## config.mk

```make
export PLATFORM = sky130hd
export DESIGN_NAME = fetch_unit
export DESIGN_NICKNAME = d
export VERILOG_FILES = /design/src/rtl/fetch_unit.sv
export SDC_FILE = /design/constraint.sdc
export NUM_CORES = 1
export LEC_CHECK = 0
export ABC_AREA = 0
export CORE_MARGIN = 2
export CORE_UTILIZATION = 50
export CTS_CLUSTER_DIAMETER = 60
export CTS_CLUSTER_SIZE = 20
export DETAILED_ROUTE_END_ITERATION = 10
export DONT_BUFFER_PORTS = 1
export GPL_TIMING_DRIVEN = 0
export HOLD_SLACK_MARGIN = 0.05
export PLACE_DENSITY_LB_ADDON = 0.08
export SLEW_MARGIN = 20
export SYNTH_ARGS = -nofsm -noshare
export SYNTH_HDL_FRONTEND = slang
export SYNTH_SLANG_ARGS = --single-unit
```

## constraint.sdc

```tcl
create_clock -name clk -period 3.6 [get_ports clk]
set_input_delay 0.72 -clock clk [delete_from_list [all_inputs] [get_ports clk]]
set_output_delay 0.72 -clock clk [all_outputs]
set_load 0.05 [all_outputs]
```

## src/rtl/fetch_unit.sv

```systemverilog
// -----------------------------------------------------------------------------
// fetch_unit
//   Instruction fetch stage feeding the decode stage. Owns the program counter,
//   issues single-word reads to a synchronous instruction memory (1-cycle read
//   latency), and buffers the returned words with their PCs in a small circular
//   prefetch queue. Decode takes the queue head over a valid/ready handshake.
//   A redirect flushes queued and in-flight work and restarts fetch at a new PC.
//
// Ports
//   clk            in   rising-edge clock
//   rst            in   asynchronous, active-high reset
//   imem_req       out  read strobe to instruction memory
//   imem_addr      out  word address of the read (valid when imem_req=1)
//   imem_rdata     in   read data, valid exactly one cycle after imem_req
//   redirect_valid in   one-cycle pulse: discard queued/in-flight work and jump
//   redirect_pc    in   new fetch PC, sampled when redirect_valid=1
//   instr_valid    out  queue head is valid
//   instr          out  queue head instruction
//   instr_pc       out  PC of the queue head
//   instr_ready    in   decode accepts the head this cycle
// -----------------------------------------------------------------------------
module fetch_unit #(
  parameter int unsigned              ADDR_W   = 6,
  parameter int unsigned              DATA_W   = 32,
  parameter int unsigned              DEPTH    = 4,
  parameter logic [ADDR_W-1:0]        RESET_PC = '0
) (
  input  logic              clk,
  input  logic              rst,
  output logic              imem_req,
  output logic [ADDR_W-1:0] imem_addr,
  input  logic [DATA_W-1:0] imem_rdata,
  input  logic              redirect_valid,
  input  logic [ADDR_W-1:0] redirect_pc,
  output logic              instr_valid,
  output logic [DATA_W-1:0] instr,
  output logic [ADDR_W-1:0] instr_pc,
  input  logic              instr_ready
);

  localparam int unsigned PTR_W = $clog2(DEPTH);
  localparam int unsigned CNT_W = PTR_W + 1;

  // Occupancy (queued + in flight) is compared one bit wider so that
  // count=DEPTH plus an in-flight response cannot wrap.
  localparam logic [CNT_W:0] DEPTH_OCC = (CNT_W + 1)'(DEPTH);

  typedef enum logic [1:0] {
    S_BOOT,
    S_RUN,
    S_FLUSH
  } state_t;

  state_t              state_q, state_d;
  logic [ADDR_W-1:0]   fetch_pc_q, fetch_pc_d;
  logic [CNT_W-1:0]    count_q, count_d;
  logic [PTR_W-1:0]    wr_ptr_q, wr_ptr_d;
  logic [PTR_W-1:0]    rd_ptr_q, rd_ptr_d;
  logic                inflight_q, inflight_d;

  logic [DATA_W-1:0]   mem_instr [DEPTH];
  logic [ADDR_W-1:0]   mem_pc    [DEPTH];

  logic [CNT_W:0]      occupancy;
  logic                push;
  logic                pop;

  // PC of the response now arriving: the request was issued last cycle, and
  // no redirect happened since (a redirect suppresses the push), so it is
  // fetch_pc - 1.
  logic [ADDR_W-1:0]   resp_pc;

  assign occupancy   = {1'b0, count_q} + (CNT_W + 1)'(inflight_q);
  assign instr_valid = (count_q != '0);
  assign pop         = instr_valid && instr_ready;
  // A response that returns in the redirect cycle (or, defensively, during
  // FLUSH) belongs to the abandoned stream and is dropped.
  assign push        = inflight_q && !redirect_valid && (state_q != S_FLUSH);
  assign resp_pc     = fetch_pc_q - ADDR_W'(1);
  assign imem_addr   = fetch_pc_q;

  // Head outputs read straight from the buffer; forced to zero when empty so
  // the uninitialised storage never leaks out.
  assign instr    = instr_valid ? mem_instr[rd_ptr_q] : '0;
  assign instr_pc = instr_valid ? mem_pc[rd_ptr_q]    : '0;

  // ---------------------------------------------------------------------------
  // Next-state and request logic
  // ---------------------------------------------------------------------------
  always_comb begin
    // NOTE: every signal written here gets a default first, so no path
    // through the case statement can leave one unassigned and infer a latch.
    state_d  = state_q;
    imem_req = 1'b0;

    case (state_q)
      S_BOOT:  state_d = S_RUN;
      S_RUN:   imem_req = (occupancy < DEPTH_OCC) && !redirect_valid;
      S_FLUSH: state_d = S_RUN;
      default: state_d = S_BOOT;
    endcase

    // A redirect in any state (re)starts a one-cycle FLUSH.
    if (redirect_valid) begin
      state_d = S_FLUSH;
    end
  end

  always_comb begin
    fetch_pc_d = fetch_pc_q;
    if (redirect_valid) begin
      fetch_pc_d = redirect_pc;
    end else if (imem_req) begin
      fetch_pc_d = fetch_pc_q + ADDR_W'(1);   // wraps naturally at 2^ADDR_W
    end
  end

  always_comb begin
    inflight_d = imem_req;
    wr_ptr_d   = wr_ptr_q;
    rd_ptr_d   = rd_ptr_q;
    count_d    = count_q;
    if (redirect_valid) begin
      // A same-cycle handshake still counts as consumed; the rest is flushed.
      wr_ptr_d = '0;
      rd_ptr_d = '0;
      count_d  = '0;
    end else begin
      if (push) wr_ptr_d = wr_ptr_q + PTR_W'(1);
      if (pop)  rd_ptr_d = rd_ptr_q + PTR_W'(1);
      count_d = count_q + CNT_W'(push) - CNT_W'(pop);
    end
  end

  // ---------------------------------------------------------------------------
  // State registers
  // ---------------------------------------------------------------------------
  always_ff @(posedge clk or posedge rst) begin
    // NOTE: sequential state uses non-blocking assignments so every register
    // samples the pre-edge values, independent of statement order.
    if (rst) begin
      state_q    <= S_BOOT;
      fetch_pc_q <= RESET_PC;
      count_q    <= '0;
      wr_ptr_q   <= '0;
      rd_ptr_q   <= '0;
      inflight_q <= 1'b0;
    end else begin
      state_q    <= state_d;
      fetch_pc_q <= fetch_pc_d;
      count_q    <= count_d;
      wr_ptr_q   <= wr_ptr_d;
      rd_ptr_q   <= rd_ptr_d;
      inflight_q <= inflight_d;
    end
  end

  // NOTE: the queue storage has no reset; validity is tracked by count_q and
  // the head outputs are masked while empty, so stale contents are harmless.
  always_ff @(posedge clk) begin
    if (push) begin
      mem_instr[wr_ptr_q] <= imem_rdata;
      mem_pc[wr_ptr_q]    <= resp_pc;
    end
  end

endmodule

```

# --- Yosys cells after proc, flatten, opt, wreduce, memory -nomap -nowiden ---
# Memories as Yosys holds them, arrays and structs flattened.
# Index checks and enable logic that the tools add are counted.
totals:
  register_bits: 16
  ram_bits: 152
  output_inout_bits: 46
  mem_count: 2
memory_table:
  columns: ["memory", "words", "word_bits", "read_ports", "rd_ports_with_merged_regs", "write_ports", "line_no", "text"]
  rows:
  - ["mem_instr", 4, 32, 1, 0, 1, "61", "logic [DATA_W-1:0] mem_instr [DEPTH];"]
  - ["mem_pc", 4, 6, 1, 0, 1, "62", "logic [ADDR_W-1:0] mem_pc [DEPTH];"]
op_classes:
  addsub: 7
  magnitude_cmp: 1
  eq_ne: 4
  n_mux: 14
  n_reduce_logical: 11
ops:
  columns: ["op", "n"]
  rows:
  - ["$mux W32", 1]
  - ["$mux W6", 3]
  - ["$mux W2", 5]
  - ["$add A6 B1 Y6 const B", 1]
  - ["$reduce_bool A2 Y1", 3]
  - ["$sub A6 B1 Y6 const B", 1]
  - ["$add A2 B1 Y2 const B", 2]
  - ["$add A3 B1 Y4", 1]
  - ["$logic_and A1 B1 Y1", 4]
  - ["$lt A4 B3 Y1 const B", 1]
  - ["$ne A2 B2 Y1 const B", 2]
  - ["$pmux W2 S2", 1]
  - ["$add A3 B1 Y3", 1]
  - ["$mux W1", 3]
  - ["$mux W3", 1]
  - ["$reduce_bool A3 Y1", 1]
  - ["$sub A3 B1 Y3", 1]
  - ["$eq A2 B1 Y1 const B", 1]
  - ["$eq A2 B2 Y1 const B", 1]
  - ["$logic_not A2 Y1", 1]
  - ["$reduce_or A2 Y1", 1]
  - ["$logic_not A1 Y1", 1]

# --- Depth between registers and ports, before layout ---
# Gate-level depths: netlist of the first run.
logic_depth:
  depth_word: 6
  ltp_mapped: 11

# --- Worst setup path before layout of the first run ---
# OpenSTA, ideal clock, no wires.
synth_timing:
  path_kind: "reg2out"
  startpoint: "register count_q[1]"
  endpoint: "output imem_req"
  arrival_ns: 1.866
  t_required_ns: 2.880
  setup_slack_ns: 1.014
  stages_incl_launch_ff: 6
  cell_sequence: "dfrtp_1 -> ha_1 -> or3_1 -> o221ai_1 -> nand2_1 -> nor2_1"
synth_between:
  elab_chain_cells: 4
synth_lines:
  columns: ["element", "line_no", "text"]
  rows:
  - ["from (decl)", "56", "logic [CNT_W-1:0] count_q, count_d;"]
  - ["from (signal assigned)", "151", "count_q <= count_d;"]
  - ["$add A3 B1 Y4", "73", "assign occupancy = {1'b0, count_q} + (CNT_W + 1)'(inflight_q);"]
  - ["$lt A4 B3 Y1", "98", "S_RUN: imem_req = (occupancy < DEPTH_OCC) && !redirect_valid;"]
  - ["$logic_and A1 B1 Y1", "98", null]
  - ["$mux W1", "96", "case (state_q)"]
  - ["to (decl)", "30", "output logic imem_req,"]
# No other way between the ends.

# --- Worst setup path in the final report of the first run ---
# Ends and elaborated chain as after synthesis.

==> results.yml, run 1 <==
timing:
  final-max-slew-violation-count: 0
  setup_viol: 0
  final_hold_viol_count: 0
  tns_ns: 0
  post-route-period-util_pct: 87.76
  worst_slack_ns: 0.4407
  max_freq_mhz: 316.5
  rsz0062_at_grt: "false"
  min_period_ns: 3.159
  worst_pin_slew_ns: 0.9265
  fin_skew_ns: 0.007167
  max_slew_margin_pct: 38.00
cts:
  ctsResizeCount: 0
  clockRootBuffer: "clkbuf_16"
  cts_sinks: 168
  h-tree-depth: 4
  cts_tree: "built"
  cts_buffer_depth: 2
  postCtsHoldBufs: 0
  clk_pin_slew_ns: 0.06
  cts_setup_buffers: 0
  cts_buffers: 17
  clock_latency_ns: 0.42
synthesis:
  syn_area_sq_um: 6720
  synth_cell_type_count: 31
  synthesis.nets: 403
  ys_warn_count: 0
  ys_ff_latch: 168
  yosys.area.top_type: "edfxtp_1"
  syn_inst: 351
  synthFlopType: "edfxtp_1"
  synth_area_leaders: "edfxtp_1 (68%), mux4_2 (13%), dfrtp_1 (6.0%), and2_1 (4.1%), ha_1 (1.7%)"
  synth_top_area_share_pct: 67.92
  async_flop_share_pct: 9.524
  yosysSeqAreaShare_pct: 73.88
  synth_edf_count: 152
  syn_area_per_cell_sq_um: 19.15
layout:
  antennaDiodeCount: 0
  drive_above_1_share_pct: 21.45
  layout.nets: 426
  area_growth_syn_to_layout_pct: 13.29
critical_path:
  r2r-start: "count_q[1]"
  crit_type: "reg2out"
  end_kind: "output port"
  reg2reg_depth: 9
  cp_slowest_cell: "nor2_1"
  path_depth: 5
  ff2ff_setup_slack_ns: 1.18
  crit_path_cell_trace: "ha_1 > or3_1 > o221ai_1 > nand2_1 > nor2_1"
  worst_setup_path_start_kind: "flip-flop"
  crit_fanout: 5
  cpPeakStageDelay_ns: 0.72
  reg2reg_to: "count_q[2]"
  cp_data_arrival_time_ns: 2.44
  path_delay_family: "simple AND/OR/NAND/NOR gates"
  path_buf_inv: 0
  required_ns: 2.88
placement:
  dp_hpwl_um: 7399
  place_ws_ns: 0.8185
  routabilityCongestion: 0.7544
  io_buffers: 0
global_route:
  grt_pass1_wl_um: 18060
  grt_pass1_vias: 3287
  grtUsageTotal_pct: 17.15
  grt_antenna_before_repair: 0
  overflow: 0
  grt_start_max_net_pins: 25
floorplan:
  dieWidth_um: 119.9
  fp.dieH_um: 119.9
  fp-row-count: 42
  die_area_sq_um: 14380
  core-area_sq_um: 13190
  initial_core_util_pct: 50.95
  io_pins: 88
drt:
  viasPerCell: 5.560
  drc: 0
  drt_first_pass_iters: 4
  drt_iter0_markers: 244
  vias: 3130
  post_drt_wl_per_cell_um: 20.47
  drt-total-wl_um: 11520
  detail-route-antenna-nets: 0
power_and_ir_drop:
  irDropWorstVdd_mv: 0.3290
  swShare_pct: 37.28
  seq_power_share_pct: 37.8
  pwr_density_cell_nw_per_um2: 786.8
  p_sw_mw: 2.233
  leakagePower_nw: 2.478
  power.share.clock_pct: 29.8
  share_comb_of_total_power_pct: 32.4
  finalPower_mw: 5.990
  intPower_mw: 3.757
status:
  status: "finished clean"
flow_run:
  maxCapViolCount: 0
worst_hold_path:
  hp-class: "in2async"
cells in the mapped netlist (all sizes together) (2+ instances only):
library cell and n:
edfxtp 152, and2 44, mux4 38, dfrtp 16, inv 12, nor2 12, clkbuf 10, ha 9
buf 6, nand3 6, nand2 5, xnor2 5, a31oi 4, nor2b 4, o21ai 4, nor3 3
o31ai 3, or4 3, xor2 3, a22oi 2, or3 2
final cells by class:
class	count	area, sq um
buffer	16	66.31
multi-input combinational	155	1649
inverter	12	45.04
sequential	168	4965
timing repair buffer	4	80.08
fill	1024	5577
clock inverter	13	155.1
clock buffer	19	432.9
tap	176	220.2
power by group through the flow:
stage               combinational [mW]  sequential (mW)  clock, mW
finish                            1.94             2.27       1.79
global route                      2.07             2.27       1.91
CTS                               1.99             2.27       1.82
detailed placement                1.99             2.31          0
global placement                  1.97             2.30          0
floorplan                         1.73             2.29          0
worst max path at each step:
stage                              start          endpoint
after CTS                    rd_ptr_q[1]         instr[19]
after global placement    redirect_valid  mem_instr[2][22]
after floorplan               count_q[1]          imem_req
after detailed placement     rd_ptr_q[1]         instr[19]
final                         count_q[1]          imem_req
after global routing          count_q[1]          imem_req
cell usage in the layout (no fill, tap or decap), types with 4 or more instances in the layout:
cell type   netlist  routed
clkinvlp_4        0       6
nor2b_1           4       4
nor2_1           12      12
ha_1              9       9
o21ai_0           4       4
clkbuf_16         0      17
inv_1            12      12
a31oi_1           4       4
dfrtp_1          16      16
xnor2_1           5       5
and2_1           44      40
buf_2             5       5
nand2_1           5       5
clkinv_2          0       4
and2_2            0       4
clkbuf_1         10      12
buf_12            0       4
nand3_1           6       6
mux4_2           38      38
edfxtp_1        152     152
state kept, by name, indices dropped and copies added, names as in the netlist:
name and cells:
mem_instr 128, mem_pc 24, imem_addr 6, count_q 3, rd_ptr_q 2, state_q 2, wr_ptr_q 2, inflight_q 1
routing by layer:
| metal | vias to the layer above | GRT usage [%] | part of all wire [%] |
|---|---|---|---|
| li1 | 1417 | - | - |
| met1 | 1619 | 21.80 | 42 |
| met2 | 80 | 27.52 | 50 |
| met3 | 14 | 6.274 | 6.2 |
| met4 | 0 | 5.662 | 1.3 |
| met5 | - | 0 | 0 |
logic make-up (layout without fill, tap and decap cells):
group                      Yosys count  in the layout  synth area share (%)
DFF                                168            168                 73.88
and+or+nand+nor                     80             80                 6.721
muxes                               39             39                 12.88
buffers and inverters               28             64                 1.657
AOI/OAI and AO/OA                   18             18                 1.843
adders and majority gates           10             10                 1.974
xor gates and xnor gates             8              8                 1.043
stage by stage:
step | utilization [%] | area [sq um] | cells | hold slack, ns
2_1_floorplan | - | 6720 | 351 | 0.4464
3_3_place_gp | 52.62 | 6940 | 527 | 0.4605
3_5_place_dp | 53.26 | 7025 | 531 | 0.4756
4_1_cts | 57.72 | 7614 | 563 | 0.2709
5_1_grt | 57.72 | 7614 | 563 | 0.2932
6_report | 57.72 | 7614 | 563 | 0.2623
(Power assumes the default switching activity.)
==> run 2: changes to the inputs <==
CORE_MARGIN = not set   (was 2)
SETUP_SLACK_MARGIN = 0.4   (was not set)
==> run 2 against run 1 <==
Hold slack worse by 0.0014 ns. Global-route usage is 1.1 points higher. Register-to-register slack worse by 0.03 ns. Clock power hardly changed. Worst setup slack better by 0.20 ns. Combinational power hardly changed. Sequential share of layout area hardly changed. Via count is 1.2% higher. Critical path depth stayed put. First-iteration DRC count is 16% lower. Cell area hardly changed. Cell count is 0.71% lower. Highest routed layer unchanged.
==> results.yml, run 2 (synthesized netlist as in run 1, its figures left out) <==
status:
  status: "finished clean"
timing:
  setup_viol: 0
  rsz0062_at_grt: "false"
  final-max-slew-violation-count: 0
  worst_pin_slew_ns: 0.7254
  max_freq_mhz: 337.7
  hold-worst-slack_ns: 0.2608
  final_hold_viol_count: 0
  max_slew_margin_pct: 51.64
  post-route-period-util_pct: 82.25
  tns_ns: 0
  fin_skew_ns: 0.008113
  min_period_ns: 2.961
floorplan:
  core-area_sq_um: 12880
  dieWidth_um: 117.9
  fp-row-count: 41
  die_area_sq_um: 13910
  initial_core_util_pct: 52.19
  fp.dieH_um: 117.9
  io_pins: 88
cts:
  postCtsHoldBufs: 0
  h-tree-depth: 4
  cts_buffer_depth: 2
  cts_tree: "built"
  cts_buffers: 17
  clock_latency_ns: 0.42
  cts_sinks: 168
  clockRootBuffer: "clkbuf_16"
  clk_pin_slew_ns: 0.06
drt:
  drt_iter0_markers: 206
  post_drt_wl_per_cell_um: 20.81
  drt_first_pass_iters: 4
  drt-total-wl_um: 11630
  vias: 3167
  detail-route-antenna-nets: 0
  viasPerCell: 5.665
  drc: 0
power_and_ir_drop:
  irDropWorstVdd_mv: 0.3274
  seq_power_share_pct: 37.9
  p_sw_mw: 2.228
  swShare_pct: 37.25
  pwr_density_cell_nw_per_um2: 785.0
  share_comb_of_total_power_pct: 32.3
  power.share.clock_pct: 29.8
  intPower_mw: 3.753
  leakagePower_nw: 2.494
critical_path:
  crit_fanout: 5
  reg2reg_depth: 9
  r2r-start: "count_q[1]"
  end_kind: "output port"
  ff2ff_setup_slack_ns: 1.15
  cpPeakStageDelay_ns: 0.48
  worst_setup_path_start_kind: "flip-flop"
  path_buf_inv: 0
  critPathLaunch: "count_q[1]"
  cp-endpoint: "imem_req"
  path_depth: 5
  reg2reg_to: "count_q[2]"
  path_delay_family: "simple AND/OR/NAND/NOR gates"
  crit_path_cell_trace: "ha_1 > or3_1 > o221ai_1 > nand2_1 > nor2_2"
  cp_data_arrival_time_ns: 2.24
  required_ns: 2.88
  crit_type: "reg2out"
  cp_slowest_cell: "nor2_2"
layout:
  layout.nets: 426
  nFillCells: 970
  layout_common_cells: "edfxtp_1 (152), and2_1 (40), mux4_2 (38)"
  final_common_cell: "edfxtp_1"
  area_growth_syn_to_layout_pct: 13.37
  antennaDiodeCount: 0
  largest_reg_flops: 128
  drive_above_1_share_pct: 21.96
  regMostFlops: "mem_instr"
global_route:
  overflow: 0
  grt_pass1_vias: 3277
  grtUsageTotal_pct: 18.26
  grt_pass1_wl_um: 18290
  grt_start_max_net_pins: 23
  grt_antenna_before_repair: 0
placement:
  io_buffers: 0
  dp_hpwl_um: 7292
  routabilityCongestion: 0.7554
worst_hold_path:
  hp-class: "in2async"
flow_run:
  maxCapViolCount: 0
[run 2: cell type report]
cell class	count	area (sq um)	share of cell area, %
clock inverters	15	160.2	2.102
flip-flops and latches	168	4965	65.17
multi-input cells	155	1652	21.68
inverters	12	45.04	0.5912
repair buffers	4	87.58	1.150
clock buffers	17	425.4	5.584
well taps	172	215.2	2.825
plain buffers	16	68.82	0.9033
[run 2: metrics by stage]
stage | utilization, % | power (mW) | setup WS [ns] | instance area [sq um] | cells
2_1_floorplan | - | 4.022 | 1.014 | 6720 | 351
3_3_place_gp | 53.86 | 4.267 | 0.2744 | 6935 | 523
3_5_place_dp | 54.58 | 4.272 | 0.8606 | 7028 | 527
4_1_cts | 59.15 | 6.052 | 0.4030 | 7616 | 559
5_1_grt | 59.17 | 6.215 | 0.5044 | 7619 | 559
6_report | 59.17 | 5.981 | 0.6391 | 7619 | 559
[run 2: worst reg2reg max path, cell delays in order, from the launching register on]
cell and delay (ns):
dfrtp_1 0.44, or3_2 0.54, and2_1 0.22, ha_1 0.29, inv_1 0.06, ha_1 0.15, inv_1 0.05, fa_1 0.37
xnor2_1 0.15, nor2_1 0.06
[run 2: worst min path at each step]
stage / startpoint / end / slack [ns] / cells after the start
6_report: rst / inflight_q / 0.26 / 1
3_5_place_dp: state_q[1] / state_q[0] / 0.47 / 1
3_3_place_gp: state_q[1] / state_q[0] / 0.46 / 1
2_1_floorplan: state_q[1] / state_q[0] / 0.45 / 1
5_1_grt: rst / state_q[1] / 0.31 / 1
4_1_cts: rst / state_q[0] / 0.26 / 1
[run 2: power by group through the flow]
stage	clock, mW	sequential, mW	combinational (mW)
2_1_floorplan	0	2.29	1.73
3_3_place_gp	0	2.30	1.96
3_5_place_dp	0	2.30	1.97
4_1_cts	1.82	2.26	1.97
5_1_grt	1.89	2.27	2.05
6_report	1.78	2.26	1.93
[run 2: routing by layer]
| layer | wire [um] | GRT usage [%] |
|---|---|---|
| met4 | 178 | 8.574 |
| met2 | 5875 | 29.30 |
| met5 | 0 | 0 |
| met1 | 4897 | 22.43 |
| met3 | 679 | 6.008 |
[run 2: what timing repair did]
action / in CTS / in global routing
gates cloned: 0 / 0
setup endpoints to repair: 1 / 19
gates resized for setup: 1 / 5
setup buffers: 0 / 0
==> run 3: changes to the inputs <==
clock period = 2.79 ns   (was 3.6 ns; I/O delays follow)
==> run 3 against run 2 <==
Core utilization is 2.9 points higher. Global-route usage grew 0.70 points. Non-clock buffer count increased by 13. Cell area is 4.9% higher. Combinational power grew 71%. Sequential share of layout area decreased by 3.0 points. Hold slack got worse by 0.13 ns. Clock skew is essentially flat. Clock-buffer cell count up 4. Register-to-register slack worse by 0.66 ns. Sequential power grew 30%. Wire length is 5.6% higher.
==> results.yml, run 3 (synthesized netlist as in run 1, its figures left out) <==
placement:
  place_ws_ns: 0.2588
  dp_hpwl_um: 7556
  routabilityCongestion: 0.7842
  io_buffers: 0
  dpl_cell_area_sq_um: 7046
  dp_cells: 527
layout:
  layout.nets: 439
  finalInstanceArea_sq_um: 7994
  antennaDiodeCount: 0
  regMostFlops: "mem_instr"
  drive_above_1_share_pct: 35.75
  area_growth_syn_to_layout_pct: 18.95
  layout_common_cells: "edfxtp_1 (152), mux4_2 (38), and2_4 (38)"
  largest_reg_flops: 128
  final_cell_count_no_fill: 572
  final_common_cell: "edfxtp_1"
cts:
  clockRootBuffer: "clkbuf_16"
  clock_latency_ns: 0.41
  cts_buffer_depth: 2
  cts_tree: "built"
  clk_pin_slew_ns: 0.06
  h-tree-depth: 4
  cts_sinks: 168
  cts_buffers: 17
  postCtsHoldBufs: 0
timing:
  max_slew_margin_pct: 50.79
  worst_slack_ns: 0.3505
  max_freq_mhz: 409.9
  min_period_ns: 2.440
  fin_skew_ns: 0.007771
  worst_pin_slew_ns: 0.7382
  final_hold_viol_count: 0
  setup_viol: 0
  final-max-slew-violation-count: 0
  rsz0062_at_grt: "true"
  post-route-period-util_pct: 87.44
drt:
  vias: 3244
  drc: 0
  viasPerCell: 5.671
  drt_first_pass_iters: 4
  detail-route-antenna-nets: 0
  drt-total-wl_um: 12280
  post_drt_wl_per_cell_um: 21.48
  drt_iter0_markers: 210
critical_path:
  crit_fanout: 3
  required_ns: 2.23
  crit_type: "reg2out"
  end_kind: "output port"
  crit_path_cell_trace: "buf_6 > or3_4 > o221ai_4 > nand2_2 > nor2_4"
  cp_data_arrival_time_ns: 1.88
  cp_slowest_cell: "dfrtp_2"
  cpPeakStageDelay_ns: 0.44
  ff2ff_setup_slack_ns: 0.49
  worst_setup_path_start_kind: "flip-flop"
  path_delay_family: "simple AND/OR/NAND/NOR gates"
  path_buf_inv: 1
floorplan:
  fp-row-count: 41
  initial_core_util_pct: 52.19
  fp.dieH_um: 117.9
  dieWidth_um: 117.9
  io_pins: 88
  die_area_sq_um: 13910
  core-area_sq_um: 12880
power_and_ir_drop:
  p_sw_mw: 2.998
  seq_power_share_pct: 35.3
  pwr_density_cell_nw_per_um2: 1039
  power.share.clock_pct: 25.0
  share_comb_of_total_power_pct: 39.7
  swShare_pct: 36.11
  finalPower_mw: 8.302
  irDropWorstVdd_mv: 0.5635
  leakagePower_nw: 2.681
  intPower_mw: 5.304
global_route:
  grt_pass1_vias: 3481
  overflow: 0
  grtUsageTotal_pct: 18.96
  grt_start_max_net_pins: 26
  grt_pass1_wl_um: 19130
  grt_antenna_before_repair: 0
worst_hold_path:
  hp-class: "in2async"
status:
  status: "finished clean"
flow_run:
  maxCapViolCount: 0
## run 3: changes by cell type in the layout (fill, tap and decap cells not counted), moves of 3 or more
cell and delta:
and2_1 -38, buf_2 -5, clkbuf_16 +4, clkbuf_4 +4
buf_12 +3, and2_4 +38, buf_4 +8, clkinvlp_4 -4
## run 3: repair_timing
action | CTS | global route
setup endpoints to repair | 42 | 41
gates resized for setup | 119 | 5
pin swaps | 4 | 1
cloned | 0 | 4
setup buffers | 6 | 3
## run 3: area by class of cell
class | count | area [sq um]
inverters | 12 | 45.04
clock buffers | 21 | 440.4
repair buffers | 17 | 277.8
flip-flops and latches | 168 | 4967
plain buffers | 16 | 172.7
clock inverters | 11 | 82.58
multi-input cells | 155 | 1793
well taps | 172 | 215.2
fillers | 944 | 4882
## run 3: layer usage
| metal | routed length, um | part of all wire, % | track usage [%] |
|---|---|---|---|
| met5 | 0 | 0 | 0 |
| met4 | 138 | 1.1 | 7.772 |
| met3 | 728 | 5.9 | 6.880 |
| met2 | 6372 | 52 | 30.77 |
| met1 | 5044 | 41 | 23.00 |
## run 3: path summary, 6_finish.rpt
| check | start | to | cells past startpoint |
|---|---|---|---|
| min in group clk | imem_rdata[4] | mem_instr[2][4] | 0 |
| worst max register to register | count_q[0] | count_q[2] | 9 |
| worst min-delay path | rst | imem_addr[2] | 1 |
| worst max-delay path | count_q[2] | imem_req | 5 |
| max in group asynchronous | rst | count_q[1] | 1 |
| worst min register to register | state_q[0] | state_q[0] | 1 |
## run 3: stage by stage
stage	utilization [%]	hold WS (ns)	TNS [ns]
3_3_place_gp	53.88	0.4579	-56.96
4_1_cts	61.00	0.1566	0
5_1_grt	62.08	0.1803	0
3_5_place_dp	54.72	0.4755	0
2_1_floorplan	-	0.4464	0
6_report	62.08	0.1320	0
## run 3: power by group through the flow
stage	Sequential (mW)	Combinational [mW]	Clock [mW]
detailed placement	2.98	2.56	0
floorplan	2.96	2.23	0
global route	2.94	3.47	2.24
finish	2.93	3.30	2.08
CTS	2.92	3.15	2.13
global placement	2.97	2.54	0
